## src/rtl/int_gen.sv

```systemverilog
// int_gen: memory-mapped interrupt source with a programmable down-counter.
// Register window (16 bytes at BASE_ADDR):
//   0x0 ACK    write clears pending; reads {31'b0, pending}
//   0x4 CTRL   bit0 EN, bit1 MODE (0 one-shot, 1 periodic)
//   0x8 PERIOD reload value, byte-lane writable
//   0xC COUNT  current counter, read-only
// Optional build macro: INTGEN_HOLDOFF_EN adds a HOLDOFF state that keeps irq
// low for HOLDOFF_CYCLES cycles after an ack before the mode decision.
//
// state   | meaning
// IDLE    | counter stopped, no interrupt pending
// COUNT   | counter decrementing towards expiry
// PEND    | interrupt pending, irq held high until ack
// HOLDOFF | (INTGEN_HOLDOFF_EN only) post-ack quiet period
module int_gen #(
  parameter logic [31:0] BASE_ADDR = 32'h0000_7F20
`ifdef INTGEN_HOLDOFF_EN
  , parameter int HOLDOFF_CYCLES = 4
`endif
) (
  input  logic        clk,
  input  logic        reset,
  input  logic [31:0] addr,
  input  logic [3:0]  byteen,
  input  logic [31:0] wdata,
  output logic [31:0] rdata,
  output logic        irq
);

`ifdef INTGEN_HOLDOFF_EN
  typedef enum logic [1:0] {IDLE, COUNT, PEND, HOLDOFF} state_t;
  // A zero holdoff still spends one cycle in HOLDOFF so the decode stays simple.
  localparam int HLD_LOAD = (HOLDOFF_CYCLES < 1) ? 1 : HOLDOFF_CYCLES;
  localparam int HLD_W    = $clog2(HLD_LOAD + 1);
  logic [HLD_W-1:0] hold, hold_nxt;
`else
  typedef enum logic [1:0] {IDLE, COUNT, PEND} state_t;
`endif

  state_t      state, state_nxt;
  logic        en, en_nxt;
  logic        mode, mode_nxt;
  logic [31:0] period, period_nxt;
  logic [31:0] counter, counter_nxt;
  logic        pending, pending_nxt;
  logic        irq_nxt;

  logic        hit, wr, ack_wr, ctrl_wr;
  logic [1:0]  off;
  logic [31:0] peff;
  logic        unused_addr_bits;

  assign unused_addr_bits = ^addr[1:0];

  assign hit     = (addr[31:4] == BASE_ADDR[31:4]);
  assign wr      = hit && (byteen != 4'b0000);
  assign off     = addr[3:2];
  assign ack_wr  = wr && (off == 2'd0);
  // Only byte0 of CTRL carries bits, so a CTRL write without lane 0 is ignored.
  assign ctrl_wr = wr && (off == 2'd1) && byteen[0];
  assign peff    = (period == 32'd0) ? 32'd1 : period;

  // Combinational register read, zero outside the window.
  always_comb begin
    rdata = 32'd0;
    if (hit) begin
      case (off)
        2'd0:    rdata = {31'd0, pending};
        2'd1:    rdata = {30'd0, mode, en};
        2'd2:    rdata = period;
        default: rdata = counter;
      endcase
    end
  end

  // Next-state and next-register computation for the controller.
  always_comb begin
    state_nxt   = state;
    en_nxt      = en;
    mode_nxt    = mode;
    period_nxt  = period;
    counter_nxt = counter;
    pending_nxt = pending;
    irq_nxt     = irq;
`ifdef INTGEN_HOLDOFF_EN
    hold_nxt    = hold;
`endif

    if (wr && (off == 2'd2)) begin
      for (int i = 0; i < 4; i++) begin
        if (byteen[i]) period_nxt[8*i +: 8] = wdata[8*i +: 8];
      end
    end

    if (ctrl_wr) begin
      en_nxt   = wdata[0];
      mode_nxt = wdata[1];
    end

    case (state)
      IDLE: begin
        if (ctrl_wr && wdata[0]) begin
          state_nxt   = COUNT;
          counter_nxt = peff;
        end
      end
      COUNT: begin
        if (counter == 32'd1) begin
          counter_nxt = 32'd0;
          pending_nxt = 1'b1;
          irq_nxt     = 1'b1;
          state_nxt   = PEND;
        end else begin
          counter_nxt = counter - 32'd1;
        end
      end
      PEND: begin
        if (ack_wr) begin
          pending_nxt = 1'b0;
          irq_nxt     = 1'b0;
`ifdef INTGEN_HOLDOFF_EN
          state_nxt   = HOLDOFF;
          hold_nxt    = HLD_W'(HLD_LOAD);
`else
          if (mode) begin
            state_nxt   = COUNT;
            counter_nxt = peff;
          end else begin
            en_nxt    = 1'b0;
            state_nxt = IDLE;
          end
`endif
        end
      end
`ifdef INTGEN_HOLDOFF_EN
      HOLDOFF: begin
        if (hold == HLD_W'(1)) begin
          if (mode) begin
            state_nxt   = COUNT;
            counter_nxt = peff;
          end else begin
            en_nxt    = 1'b0;
            state_nxt = IDLE;
          end
        end else begin
          hold_nxt = hold - HLD_W'(1);
        end
      end
`endif
      default: state_nxt = IDLE;
    endcase

    // Disabling wins in every state; the counter value is frozen for inspection.
    if (ctrl_wr && !wdata[0]) begin
      state_nxt   = IDLE;
      pending_nxt = 1'b0;
      irq_nxt     = 1'b0;
      counter_nxt = counter;
    end
  end

  // State and register update; reset overrides any bus write in the same cycle.
  always_ff @(posedge clk) begin
    if (reset) begin
      state   <= IDLE;
      en      <= 1'b0;
      mode    <= 1'b0;
      period  <= 32'd0;
      counter <= 32'd0;
      pending <= 1'b0;
      irq     <= 1'b0;
`ifdef INTGEN_HOLDOFF_EN
      hold    <= '0;
`endif
    end else begin
      state   <= state_nxt;
      en      <= en_nxt;
      mode    <= mode_nxt;
      period  <= period_nxt;
      counter <= counter_nxt;
      pending <= pending_nxt;
      irq     <= irq_nxt;
`ifdef INTGEN_HOLDOFF_EN
      hold    <= hold_nxt;
`endif
    end
  end

endmodule
```

## config.mk

```make
export PLATFORM = sky130hd
export DESIGN_NAME = int_gen
export DESIGN_NICKNAME = d
export VERILOG_FILES = /design/src/rtl/int_gen.sv
export SDC_FILE = /design/constraint.sdc
export NUM_CORES = 1
export LEC_CHECK = 0
export ABC_AREA = 1
export CELL_PAD_IN_SITES_DETAIL_PLACEMENT = 1
export CELL_PAD_IN_SITES_GLOBAL_PLACEMENT = 2
export CORE_MARGIN = 2
export CORE_UTILIZATION = 37
export CTS_BUF_LIST = sky130_fd_sc_hd__clkbuf_2
export DETAILED_ROUTE_END_ITERATION = 16
export DONT_BUFFER_PORTS = 1
export HOLD_SLACK_MARGIN = 0.08
export MAX_ROUTING_LAYER = met4
export PLACE_DENSITY_LB_ADDON = 0.1
export SLEW_MARGIN = 30
export SYNTH_ARGS = -nofsm -noshare
export SYNTH_HDL_FRONTEND = slang
export SYNTH_SLANG_ARGS = --single-unit
```

## constraint.sdc

```tcl
create_clock -name clk -period 2.9 [get_ports clk]
set_input_delay 0.58 -clock clk [delete_from_list [all_inputs] [get_ports clk]]
set_output_delay 0.58 -clock clk [all_outputs]
set_load 0.005 [all_outputs]
```

==> metrics.txt <==
Leak 2.20 nW; HP Class in2reg; worst reg-to-reg setup slack 0.69 ns; area growth from synthesis to final layout 4.25%; final hold vios 0; FF-to-FF path depth 11; sequential share of power 30.1%; core box area 12,100 um^2; Post-synth EDFFs 0; total gr overflow 0; largest area contributor in the netlist dfxtp_1; worst skew pair latency 0.59 ns; Initial Util 38.2%; count leader, synth nand2_1; vias per cell 5.22; total track usage 25.4%; # port buffers 0; measured slew at the worst slew-check pin 0.677 ns; top cell type's share of synthesized area 29.9%; Synth Flop Type dfxtp_1; pins over their slew limit 0; worst path cell trace or2_1 -> nor2_1 -> nand2_1 -> nor2_4 -> inv_1 -> buf_4 -> a31oi_1; GRT met1 Usage 31.9%; Pint 1.80 mW; cts repair resizes 0; final worst path period share 79.1%; min setup slack post-route 0.607 ns; fmax 0.436 GHz; First-pass DRT Iterations 4; syn avg cell area 6.05 um^2; RSZ-0062 raised after global routing no; Sw Share 52.0%; syn_nets 836; DRC violations left 0; clock skew 0.0272 ns; Synth Cell Area 4620 um^2; TritonCTS clock tree done; max cap viols 0; Critical-path top delay cell a31oi_1; post-synth cell types 32; Peak VDD IR 0.270 mV; TritonCTS Buffers 9; first-pass GRT wire length 25,500 um; register area share after synthesis 29.9%; Crit Path Category in2out; crit path time final 2.29 ns; H-tree levels 3; total power 3.76 mW; Synth Register Bits 69; pre-CTS WS 0.398 ns; Max clock buf depth 2; Critical path origin addr[29]; Critical Path Max Stage Delay 0.24 ns; gp weighted congestion 0.867; layout cell share with drive strength beyond 1 6.73%; setup_tns 0 ns; PwrDens 780 nW/um^2; Worst Setup End Kind primary output; Switching Power 1.95 mW; met3 usage 5.23%; GR peak layer met2; CP required 2.32 ns; vias in the first global route 5,087; Vias 4,835; Setup-failing EPs final 0; CP max FO 14; placed instance area 4730 um^2; Final #Nets 827; Die Ht 116 um; Clock Tree Root clkbuf_2; DR WL/cell 16.6 um; ANT cells 0; Commonest cells post-synth 203 x nand2_1, 174 x nor2_1, 88 x inv_1; dpl cells 911; HPWL after DPL 11,600 um; CTS sink count 69; worst r2r dst counter[26]; antenna violations before repair 0; die area 13,400 um^2; non-filler cells, final 926; ANT nets after route 0; FFs w/ async S/R, synth 0%; pin count of the biggest net entering global routing 65; worst path arrival time 1.71 ns; GRT met2 Usage 42.3%; CP endpoint rdata[1]; Ys Warns 0; Gate Count Post-Synth 764; DR iter-0 viols 229; combinational power share 57.5%; clock-pin slew on the worst setup and hold paths 0.20 ns; row count 40; clock network fraction of design power 12.4%; RR Startpoint counter[0]; # IOs 103; finished layout cell area 4820 um^2; routed wire length 15,400 um; cells taking the most area after synthesis dfxtp_1 30%, nand2_1 16%, nor2_1 14%; status finished clean; Slew HR 54.9%; die extent in x 116 um; CP Launch Type input port
==> power groups by stage <==
stage	Sequential (mW)	Clock, mW	Combinational, mW
2_1_floorplan	1.12	0	1.62
4_1_cts	1.13	0.480	2.17
3_5_place_dp	1.15	0	2.14
3_3_place_gp	1.15	0	2.07
5_1_grt	1.15	0.524	2.48
6_report	1.13	0.465	2.16
==> worst max-delay path, delay by kind of cell <==
family | cells | cell delay (ns)
simple gates | 4 | 0.61
compound gates | 1 | 0.24
buf+inv | 2 | 0.29
==> how the worst min path moves through the flow <==
stage,to,slack [ns],start,cells after the start
after floorplan,period[22],0.47,period[22],2
after global placement,period[27],0.50,period[27],2
after detailed placement,period[22],0.51,period[22],2
after CTS,period[4],0.11,wdata[4],2
after global routing,period[4],0.1,wdata[4],2
final,period[1],0.15,wdata[1],2
==> per-layer routing <==
layer / part of all wire [%] / wire length (um)
met4: 0.85 / 130
met2: 47 / 7300
met1: 47 / 7210
met3: 4.8 / 735
met5: 0 / 0
==> state kept, by name (all words and copies together) (netlist names) <==
name / flops
counter: 32
en: 1
mode: 1
pending: 1
period: 32
state: 2
==> cells in the final DEF, fill, tap and decap left out, types with 2 or more instances in the layout <==
cell type | synthesis | routed
nand2_1 | 203 | 203
nor2_1 | 174 | 173
inv_1 | 88 | 88
dfxtp_1 | 69 | 69
a21oi_1 | 34 | 34
nand3_1 | 31 | 31
o21ai_0 | 21 | 21
a211oi_1 | 20 | 20
o22ai_1 | 17 | 17
xor2_1 | 16 | 16
nand4_1 | 14 | 14
a211oi_2 | 13 | 13
buf_4 | 3 | 11
clkbuf_2 | 0 | 10
nand2_2 | 6 | 6
nor2_2 | 3 | 4
clkinv_1 | 2 | 4
and3_1 | 3 | 3
nor3_1 | 3 | 3
or2_1 | 2 | 2
nor2_4 | 2 | 2
o21ai_1 | 2 | 2
ha_1 | 2 | 2
clkinv_2 | 0 | 2
==> per-stage QoR <==
step                util [%]  hold WS, ns
global route            39.8       0.0983
finish                  39.8        0.150
global placement        39.1        0.499
floorplan                  -        0.469
detailed placement      39.1        0.508
CTS                     39.8        0.109
==> final cells by class <==
type / count / area (um^2)
inverters: 90 / 338
clock buffers: 10 / 50.0
clock inverters: 4 / 17.5
flip-flops and latches: 69 / 1380
repair buffers: 12 / 103
multi-input cells: 573 / 2720
well taps: 168 / 210
fillers: 1713 / 7290
==> kinds of logic after synthesis <==
family | Yosys count | share of synthesized area (%)
AND/OR/NAND/NOR | 444 | 39.3
AO/OA/AOI/OAI | 110 | 15.7
XOR/XNOR | 17 | 3.22
adder cells (fa/ha/maj) | 2 | 0.541
flip-flops | 69 | 29.9
buffers and inverters | 122 | 11.3
==> what timing repair did <==
| action | in CTS | in global routing |
|---|---|---|
| endpoints found under the setup margin | 0 | 0 |
| endpoints found under the hold margin | 33 | 0 |
| hold buffers | 1 | 0 |
| buffers inserted | 0 | 0 |
(Power assumes the default switching activity.)
